**src/rtl/load_pkg.sv**
```systemverilog
// Shared definitions for the load path: funct3 encodings, FSM states and
// the predicates that classify a request.
package load_pkg;

   localparam logic [2:0] F3_LB  = 3'b000;
   localparam logic [2:0] F3_LH  = 3'b001;
   localparam logic [2:0] F3_LW  = 3'b010;
   localparam logic [2:0] F3_LBU = 3'b100;
   localparam logic [2:0] F3_LHU = 3'b101;

   typedef enum logic [1:0] {
      IDLE = 2'd0,
      RD0  = 2'd1,
      RD1  = 2'd2
   } state_t;

   // Only the five load encodings are legal; everything else is reported as an error.
   function automatic logic f3_legal(input logic [2:0] f3);
      return (f3 == F3_LB) || (f3 == F3_LH) || (f3 == F3_LW) ||
             (f3 == F3_LBU) || (f3 == F3_LHU);
   endfunction

   // A load needs a second word when its bytes run past byte 3 of the first word.
   function automatic logic is_split(input logic [2:0] f3, input logic [1:0] off);
      return (((f3 == F3_LH) || (f3 == F3_LHU)) && (off == 2'd3)) ||
             ((f3 == F3_LW) && (off != 2'd0));
   endfunction

endpackage

```
**src/rtl/load_align_unit_if.sv**
```systemverilog
// Request, data-memory and writeback signals of the load unit.
// slave is the load unit itself; master is its environment
// (pipeline issuing requests, memory returning read data, writeback sink).
interface load_align_unit_if #(
   parameter int DMEM_AW = 14
);
   logic               req_valid;
   logic               req_ready;
   logic [31:0]        req_addr;
   logic [2:0]         req_funct3;
   logic [4:0]         req_rd;

   logic               dmem_re;
   logic [DMEM_AW-1:0] dmem_addr;
   logic [31:0]        dmem_rdata;

   logic               wb_valid;
   logic [31:0]        wb_data;
   logic [4:0]         wb_rd;
   logic               load_err;

   modport master (
      output req_valid, req_addr, req_funct3, req_rd, dmem_rdata,
      input  req_ready, dmem_re, dmem_addr, wb_valid, wb_data, wb_rd, load_err
   );

   modport slave (
      input  req_valid, req_addr, req_funct3, req_rd, dmem_rdata,
      output req_ready, dmem_re, dmem_addr, wb_valid, wb_data, wb_rd, load_err
   );
endinterface

```
**src/rtl/load_extend.sv**
```systemverilog
// Byte/half/word extraction from a little-endian 64-bit window with
// sign or zero extension. Pure combinational.
module load_extend
   import load_pkg::*;
(
   input  logic [63:0] window,
   input  logic [1:0]  offset,
   input  logic [2:0]  funct3,
   output logic [31:0] result
);

   logic [63:0] shifted;
   logic [31:0] win;

   assign shifted = window >> {offset, 3'b000};
   assign win     = shifted[31:0];

   // Select the width and extension kind requested by funct3.
   always_comb begin
      result = 32'h0;
      case (funct3)
         F3_LB:   result = {{24{win[7]}}, win[7:0]};
         F3_LBU:  result = {24'h0, win[7:0]};
         F3_LH:   result = {{16{win[15]}}, win[15:0]};
         F3_LHU:  result = {16'h0, win[15:0]};
         F3_LW:   result = win;
         default: result = 32'h0;
      endcase
   end

endmodule

```
**src/rtl/load_align_unit.sv**
```systemverilog
// Load path: accepts one load, reads one or two dmem words, extracts and
// extends the addressed field, and emits a registered one-cycle writeback.
module load_align_unit
   import load_pkg::*;
#(
   parameter int DMEM_AW  = 14,
   parameter bit SPLIT_EN = 1'b1
) (
   input logic             clk,
   input logic             rst,
   load_align_unit_if.slave bus
);

   localparam logic [DMEM_AW-1:0] WORD_ONE = DMEM_AW'(1);

   state_t             state, state_nxt;
   logic [1:0]         off_q;
   logic [2:0]         f3_q;
   logic [4:0]         rd_q;
   logic [DMEM_AW-1:0] word_q;
   logic [31:0]        lo_word;

   logic               wb_valid_q;
   logic [31:0]        wb_data_q;
   logic [4:0]         wb_rd_q;
   logic               load_err_q;

   logic               ready_c;
   logic               re_c;
   logic [DMEM_AW-1:0] addr_c;

   logic               accept;
   logic               legal_in;
   logic               split_q;
   logic [63:0]        window;
   logic [31:0]        ext_res;

   // Address bits above the dmem range are not decoded.
   logic unused_addr;
   assign unused_addr = ^bus.req_addr[31:DMEM_AW+2];

   assign accept   = bus.req_valid && ready_c;
   assign legal_in = f3_legal(bus.req_funct3);
   assign split_q  = is_split(f3_q, off_q);

   // RD0 sees only the first word (upper half zero); RD1 merges both words.
   assign window = (state == RD1) ? {bus.dmem_rdata, lo_word} : {32'h0, bus.dmem_rdata};

   load_extend u_ext (
      .window (window),
      .offset (off_q),
      .funct3 (f3_q),
      .result (ext_res)
   );

   // State register.
   always_ff @(posedge clk) begin
      if (rst) state <= IDLE;
      else     state <= state_nxt;
   end

   // Next-state logic.
   always_comb begin
      state_nxt = state;
      case (state)
         IDLE:    if (accept && legal_in) state_nxt = RD0;
         RD0:     state_nxt = (split_q && SPLIT_EN) ? RD1 : IDLE;
         RD1:     state_nxt = IDLE;
         default: state_nxt = IDLE;
      endcase
   end

   // Handshake and dmem read strobes; reads are suppressed while in reset.
   always_comb begin
      ready_c = (state == IDLE);
      re_c    = 1'b0;
      addr_c  = word_q;
      case (state)
         IDLE: begin
            addr_c = bus.req_addr[DMEM_AW+1:2];
            re_c   = accept && legal_in;
         end
         RD0: begin
            if (split_q && SPLIT_EN) begin
               re_c   = 1'b1;
               addr_c = word_q + WORD_ONE;  // wraps modulo 2^DMEM_AW
            end
         end
         default: ;
      endcase
      if (rst) re_c = 1'b0;
   end

   // Request latching, split low-word capture and writeback registers.
   always_ff @(posedge clk) begin
      if (rst) begin
         off_q      <= 2'd0;
         f3_q       <= 3'd0;
         rd_q       <= 5'd0;
         word_q     <= '0;
         lo_word    <= 32'h0;
         wb_valid_q <= 1'b0;
         wb_data_q  <= 32'h0;
         wb_rd_q    <= 5'd0;
         load_err_q <= 1'b0;
      end else begin
         wb_valid_q <= 1'b0;
         case (state)
            IDLE: begin
               if (accept) begin
                  off_q  <= bus.req_addr[1:0];
                  f3_q   <= bus.req_funct3;
                  rd_q   <= bus.req_rd;
                  word_q <= bus.req_addr[DMEM_AW+1:2];
                  if (!legal_in) begin
                     wb_valid_q <= 1'b1;
                     wb_data_q  <= 32'h0;
                     wb_rd_q    <= bus.req_rd;
                     load_err_q <= 1'b1;
                  end
               end
            end
            RD0: begin
               if (split_q) begin
                  if (SPLIT_EN) begin
                     lo_word <= bus.dmem_rdata;
                  end else begin
                     wb_valid_q <= 1'b1;
                     wb_data_q  <= 32'h0;
                     wb_rd_q    <= rd_q;
                     load_err_q <= 1'b1;
                  end
               end else begin
                  wb_valid_q <= 1'b1;
                  wb_data_q  <= ext_res;
                  wb_rd_q    <= rd_q;
                  load_err_q <= 1'b0;
               end
            end
            RD1: begin
               wb_valid_q <= 1'b1;
               wb_data_q  <= ext_res;
               wb_rd_q    <= rd_q;
               load_err_q <= 1'b0;
            end
            default: ;
         endcase
      end
   end

   assign bus.req_ready = ready_c;
   assign bus.dmem_re   = re_c;
   assign bus.dmem_addr = addr_c;
   assign bus.wb_valid  = wb_valid_q;
   assign bus.wb_data   = wb_data_q;
   assign bus.wb_rd     = wb_rd_q;
   assign bus.load_err  = load_err_q;

endmodule
```
**src/flat_wrapper.sv**
```systemverilog
// flat-port wrapper written by rule: the top's interface ports become plain ports
module load_align_unit_flat import load_pkg::*;
#(
   parameter int DMEM_AW  = 14,
   parameter bit SPLIT_EN = 1'b1
)
  (clk, rst, bus_req_valid, bus_req_addr, bus_req_funct3, bus_req_rd, bus_dmem_rdata, bus_req_ready, bus_dmem_re, bus_dmem_addr, bus_wb_valid, bus_wb_data, bus_wb_rd, bus_load_err);
  load_align_unit_if #(.DMEM_AW(DMEM_AW)) bus_i ();
  input logic clk;
  input logic rst;
  input wire logic [$bits(bus_i.req_valid)-1:0] bus_req_valid;
  input wire logic [$bits(bus_i.req_addr)-1:0] bus_req_addr;
  input wire logic [$bits(bus_i.req_funct3)-1:0] bus_req_funct3;
  input wire logic [$bits(bus_i.req_rd)-1:0] bus_req_rd;
  input wire logic [$bits(bus_i.dmem_rdata)-1:0] bus_dmem_rdata;
  output wire logic [$bits(bus_i.req_ready)-1:0] bus_req_ready;
  output wire logic [$bits(bus_i.dmem_re)-1:0] bus_dmem_re;
  output wire logic [$bits(bus_i.dmem_addr)-1:0] bus_dmem_addr;
  output wire logic [$bits(bus_i.wb_valid)-1:0] bus_wb_valid;
  output wire logic [$bits(bus_i.wb_data)-1:0] bus_wb_data;
  output wire logic [$bits(bus_i.wb_rd)-1:0] bus_wb_rd;
  output wire logic [$bits(bus_i.load_err)-1:0] bus_load_err;
  assign bus_i.req_valid = bus_req_valid;
  assign bus_i.req_addr = bus_req_addr;
  assign bus_i.req_funct3 = bus_req_funct3;
  assign bus_i.req_rd = bus_req_rd;
  assign bus_i.dmem_rdata = bus_dmem_rdata;
  assign bus_req_ready = bus_i.req_ready;
  assign bus_dmem_re = bus_i.dmem_re;
  assign bus_dmem_addr = bus_i.dmem_addr;
  assign bus_wb_valid = bus_i.wb_valid;
  assign bus_wb_data = bus_i.wb_data;
  assign bus_wb_rd = bus_i.wb_rd;
  assign bus_load_err = bus_i.load_err;
  load_align_unit #(.DMEM_AW(DMEM_AW), .SPLIT_EN(SPLIT_EN)) u_core (.clk(clk), .rst(rst), .bus(bus_i));
endmodule
```
**config.mk**
```make
export PLATFORM = sky130hd
export DESIGN_NAME = load_align_unit_flat
export DESIGN_NICKNAME = d
export VERILOG_FILES = /design/src/rtl/load_pkg.sv /design/src/rtl/load_align_unit_if.sv /design/src/rtl/load_extend.sv /design/src/rtl/load_align_unit.sv /design/src/flat_wrapper.sv
export SDC_FILE = /design/constraint.sdc
export NUM_CORES = 1
export LEC_CHECK = 0
export ABC_AREA = 0
export CORE_UTILIZATION = 40
export DETAILED_ROUTE_END_ITERATION = 8
export PLACE_DENSITY = 0.71
export SYNTH_ARGS = -nofsm -noshare
export SYNTH_HDL_FRONTEND = slang
export SYNTH_SLANG_ARGS = --single-unit
```
**constraint.sdc**
```tcl
create_clock -name clk -period 6.7 [get_ports clk]
set_input_delay 1.005 -clock clk [delete_from_list [all_inputs] [get_ports clk]]
set_output_delay 1.005 -clock clk [all_outputs]
set_load 0.05 [all_outputs]
```
==> out/results.ini, run 1 <==
[yosys]
post_synth_top_area_share_pct = 35.0
synth_warnings = 0
dominantRegCellSynth = dfxtp_1
syn-num-nets = 752
synth-seq-area-share_pct = 35.0
yosys_register_bits = 97
synthDominantAreaCellType = dfxtp_1
postSynthCellCount = 670
syn_avg_cell_area_um2 = 8.27
ys_types = 58
async_set_reset_flop_share_out_of_synthesis_pct = 0
post_synth_main_area_contributors = dfxtp_1 35%, nand2_1 11%, mux2i_1 9.6%
post_synth_edffs = 0
mappedNetlistArea_um2 = 5540

[timing]
worst-slew-pin-transition_ns = 1.06
period_minus_slack_ns = 4.82
setup_viol = 0
setup-tns-final_ns = 0
fin_hold_ws_ns = 0.453
grt_setup_unrepaired = no
worst_slew_margin_rel_pct = 29.1
drv_slew = 0
finalHoldViolCount = 0
highest_achievable_clock_rate_mhz = 208
clock_skew_ns = 0.00464
post_route_clock_period_utilization_pct = 71.9

[global_routing]
grt_util_overall_pct = 21.9
grtUsageMet3_pct = 3.90
wire_length_of_the_first_global_routing_pass_um = 25000
use_met1_pct = 30.5
antenna_found_initial = 0
grt_use_met2_pct = 33.1
grt_start_max_net_pins = 55
global_route.overflow_total = 0
number_of_global_route_vias_before_repair = 4923
global_route.peak_usage_layer = met2

[routing]
route.detailed.wl_per_inst_um = 16.7
detailroute.via_count = 5197
detail_route.first_pass.iterations = 5
detail_route.iter0.violations = 533
number_of_nets_with_antenna_violations_after_routing = 0
detail_route.vias_per_cell = 5.61
drt_drc_violations_left = 0
routed_wl_um = 15500

[clocking]
clock_tree_from_tritoncts = yes
cts_inserted_buffers = 9
cts.sink_count = 97
cts_max_level = 3
clk_pin_slew_ns = 0.07
cts.root.buffer_cell = clkbuf_16
holdBufCountCts = 0
post_cts_resize_count = 0
post_cts_setup_inserts = 0
clk_latency_ns = 0.35
clk_path_buf_depth = 2

[floorplanning]
core_footprint_um2 = 13400
floorplan.io_pins = 130
starting_density_of_the_core_pct = 41.4
placement_rows = 42
die_height_um = 120
die-area_um2 = 14300
die_w_um = 120

[finish]
layout.filler_cells = 1277
post_route_cells_drive_above_1_share_pct = 7.19
most-common-layout-cells = 164 x nand2_1, 112 x clkdlybuf4s50_1, 96 x dfxtp_1
sequential_standard_cell_area_um2 = 1940
multi_input_area_um2 = 3320
antennaDiodeCount = 0
num-nets-final = 828
layout_commonest_cell = nand2_1
synthToLayoutAreaGrowth_pct = 26.8
post-route-cell-area_um2 = 7030

[min_path]
timing.hold.worst.class = reg -> reg

[pwr]
cellLeakagePower_nw = 2.44
fin_total_pwr_mw = 1.67
power.density_cell_area_nw_per_um2 = 237
irDropWorstVdd_mv = 0.130

[worst_setup_path]
endpoint_kind = output port
cp-start-kind = register
critPathArrivalTime_ns = 3.81
critical_path_peak_fanout = 25
timing.setup.critical_path_class = reg -> out
timing.critical_path.required_ns = 5.69

[placement]
place_hpwl_um = 11000
place_area_um2 = 6690
rd_place_congestion = 0.854
io_buffer_count = 113

[job]
maxCapViolCount = 0

[status]
outcome = finished, final reports clean

[metal layers]
| layer | up-vias | routed length, um |
|---|---|---|
| li1 | 2548 | - |
| met1 | 2440 | 7310 |
| met2 | 189 | 6900 |
| met3 | 20 | 1000 |
| met4 | 0 | 276 |
| met5 | - | 0 |
[power breakdown]
group | total (mW) | internal (mW) | switching, mW | leakage, nW
Clock | 0.599 | 0.373 | 0.226 | 0.172
Sequential | 0.631 | 0.605 | 0.0259 | 0.789
Combinational | 0.436 | 0.164 | 0.272 | 1.48
Total | 1.67 | 1.14 | 0.524 | 2.44
[path summary, 6_finish.rpt]
path,from,end,slack (ns),depth (start not counted)
worst max register to register,u_core.state[0]$_SDFFE_PP0P_,u_core.bus.wb_data[25]$_SDFFE_PP0P_,3.56,7
worst min register to register,u_core.bus.wb_data[9]$_SDFFE_PP0P_,u_core.bus.wb_data[9]$_SDFFE_PP0P_,0.45,2
worst min-delay path,u_core.bus.wb_data[9]$_SDFFE_PP0P_,u_core.bus.wb_data[9]$_SDFFE_PP0P_,0.45,2
worst max-delay path,u_core.off_q[1]$_SDFFE_PP0P_,bus_dmem_addr[13],1.88,7
[worst max-delay path: stages (launching register included)]
cell             delay, ns
dfxtp_1               0.80
buf_4                 0.40
or2_1                 0.48
a21oi_2               0.18
or3_1                 0.42
a21o_1                0.19
a221o_1               0.29
clkdlybuf4s50_1       0.70
[Yosys cell counts, types with 8 or more instances]
cell type,instances
a21oi_1,78
a311oi_1,8
buf_2,10
clkbuf_1,33
dfxtp_1,97
inv_1,9
mux2i_1,53
mux4_2,15
nand2_1,164
nand3_1,14
nor2_1,38
o211a_1,8
o211ai_1,9
o21ai_0,27
o22ai_1,8
[per-stage QoR]
step,instances,util [%],setup slack [ns]
global placement,911,49.9,2.30
floorplan,670,-,2.47
detailed placement,911,49.9,2.29
CTS,927,52.5,1.91
finish,927,52.5,1.88
global route,927,52.5,1.77
[area by class of cell]
type                            count  share of cell area [%]
Multi-Input combinational cell    511                    47.3
Sequential cell                    97                    27.6
Timing Repair Buffer              118                    16.6
Clock buffer                       10                    3.40
Tap cell                          176                    3.13
Clock inverter                      6                    1.50
Inverter                            9                   0.481
[cells by family (layout without fill, tap and decap cells)]
| logic type | after synthesis | count (layout) | synth area share (%) |
|---|---|---|---|
| AO/OA/AOI/OAI | 186 | 186 | 22.1 |
| multiplexers | 69 | 69 | 15.9 |
| buffers and inverters | 62 | 143 | 5.10 |
| adder cells (fa/ha/maj) | 7 | 7 | 1.58 |
| AND/OR/NAND/NOR | 249 | 249 | 20.3 |
| flip-flops | 97 | 97 | 35.0 |
[registers in the layout (all words and copies together), names as in the netlist]
register             flops
u_core.f3_q              3
u_core.word_q           14
u_core.bus.load_err      1
u_core.bus.wb_valid      1
u_core.bus.wb_rd         5
u_core.state             2
u_core.lo_word          32
u_core.off_q             2
u_core.rd_q              5
u_core.bus.wb_data      32
Power figures use the tool's default switching activity.
==> run 2, diff against run 1 <==
==> constraint.sdc (replaced) <==
create_clock -name clk -period 4.67 [get_ports clk]
set_input_delay 0.7005 -clock clk [delete_from_list [all_inputs] [get_ports clk]]
set_output_delay 0.7005 -clock clk [all_outputs]
set_load 0.05 [all_outputs]
==> run 2 against run 1 <==
Design area up 1.1%. Clock skew up 0.0017 ns. Utilization up 0.57 points. Sequential cell count unchanged.
==> out/results.ini, run 2 (synthesis results as in run 1) <==
[finish]
final_cell_count_no_fill = 929
layout_commonest_cell = nand2_1
layout.filler_cells = 1224
synthToLayoutAreaGrowth_pct = 28.2
post-route-cell-area_um2 = 7110
num-nets-final = 830
antennaDiodeCount = 0
most-common-layout-cells = 164 x nand2_1, 103 x clkdlybuf4s50_1, 96 x dfxtp_1
post_route_cells_drive_above_1_share_pct = 8.63

[timing]
post_route_clock_period_utilization_pct = 83.4
grt_setup_unrepaired = no
fin_hold_ws_ns = 0.453
drv_slew = 0
setup-tns-final_ns = 0
worst_slew_margin_rel_pct = 32.9
clock_skew_ns = 0.00632
period_minus_slack_ns = 3.90
finalHoldViolCount = 0
worst-slew-pin-transition_ns = 1.01
highest_achievable_clock_rate_mhz = 257
setup_viol = 0

[worst_setup_path]
timing.critical_path.required_ns = 3.97
critical_path.reg2reg.startpoint = u_core.state[1]$_SDFFE_PP0P_
timing.setup.critical_path_class = reg -> out
cp-start-kind = register
critPathArrivalTime_ns = 3.20
crit_path_top_delay_cell = clkdlybuf4s50_1
critical_path_peak_fanout = 14
cp_cell_sequence = nor3b_4 > a21oi_2 > or3_1 > a21o_1 > a221o_1 > clkdlybuf4s50_1
worst_path_largest_cell_delay_ns = 0.70
endpoint_kind = output port
timing.critical_path.from = u_core.f3_q[1]$_SDFFE_PP0P_

[routing]
number_of_nets_with_antenna_violations_after_routing = 0
routed_wl_um = 15500
detail_route.first_pass.iterations = 5
detailroute.via_count = 5240
detail_route.vias_per_cell = 5.64
detail_route.iter0.violations = 571
drt_drc_violations_left = 0
route.detailed.wl_per_inst_um = 16.6

[pwr]
power.density_cell_area_nw_per_um2 = 330
cellLeakagePower_nw = 2.48
irDropWorstVdd_mv = 0.186

[placement]
rd_place_congestion = 0.853
place_area_um2 = 6790
numPlacedInstances = 913
io_buffer_count = 113
place_hpwl_um = 10900

[floorplanning]
die_w_um = 120
placement_rows = 42
floorplan.io_pins = 130
core_footprint_um2 = 13400
die_height_um = 120
die-area_um2 = 14300
starting_density_of_the_core_pct = 41.4

[min_path]
hold_startpoint = u_core.bus.wb_data[8]$_SDFFE_PP0P_
timing.hold.worst.class = reg -> reg

[clocking]
clock_tree_from_tritoncts = yes
holdBufCountCts = 0
cts.root.buffer_cell = clkbuf_16
post_cts_resize_count = 0
cts_max_level = 3
clk_latency_ns = 0.35
clk_pin_slew_ns = 0.06
cts.sink_count = 97
cts_inserted_buffers = 9
clk_path_buf_depth = 2
post_cts_setup_inserts = 0

[global_routing]
wire_length_of_the_first_global_routing_pass_um = 24500
global_route.overflow_total = 0
grt_util_overall_pct = 21.5
antenna_found_initial = 0
number_of_global_route_vias_before_repair = 4865
grt_start_max_net_pins = 93

[job]
maxCapViolCount = 0

[status]
outcome = finished, final reports clean

run 2: cell count changes in the layout (fill, tap and decap cells not counted), sizes merged:
cell,change
clkdlybuf4s50,-9
inv,+1
clkinv,-1
clkbuf,+2
bufinv,-2
buf,+11
run 2: path summary, 6_finish.rpt:
kind	to	slack [ns]	depth (start not counted)
max	bus_dmem_addr[13]	0.77	6
min	u_core.bus.wb_data[8]$_SDFFE_PP0P_	0.45	2
max reg2reg	u_core.bus.wb_data[24]$_SDFFE_PP0P_	1.74	8
min reg2reg	u_core.bus.wb_data[8]$_SDFFE_PP0P_	0.45	2
run 2: area by class of cell:
| type | instances | area (um^2) | area share [%] |
|---|---|---|---|
| multi-input combinational | 511 | 3320 | 46.8 |
| clock inverter | 4 | 48.8 | 0.687 |
| inverter | 9 | 33.8 | 0.475 |
| timing repair buffer | 120 | 1270 | 17.9 |
| clock buffer | 12 | 267 | 3.75 |
| sequential | 97 | 1940 | 27.3 |
| tap | 176 | 220 | 3.10 |
run 2: report_power, final:
group	switching, mW	total, mW	leakage (nW)	internal [mW]
sequential	0.0336	0.902	0.789	0.868
combinational	0.403	0.662	1.54	0.260
clock	0.324	0.784	0.159	0.459
total	0.760	2.35	2.48	1.59
run 2: stage by stage:
step / util, % / worst slack [ns] / power (mW)
detailed placement: 50.7 / 1.18 / 1.58
global placement: 50.7 / 1.20 / 1.57
finish: 53.0 / 0.773 / 2.35
CTS: 53.0 / 0.784 / 2.36
floorplan: - / 0.748 / 1.34
global route: 53.0 / 0.652 / 2.44
run 2: layer usage:
metal / up-vias / track usage, % / part of all wire (%)
met5: - / 0 / 0
met4: 0 / 8.59 / 1.8
met3: 21 / 3.33 / 6.2
met2: 197 / 32.7 / 45
met1: 2456 / 30.4 / 47
li1: 2566 / - / -
run 2: critical path: cells and delay by family, from the launching register on:
kind | cells | cell delay, ns
buf+inv | 1 | 0.70
simple gates | 2 | 0.99
flops | 1 | 0.48
compound gates | 3 | 0.68
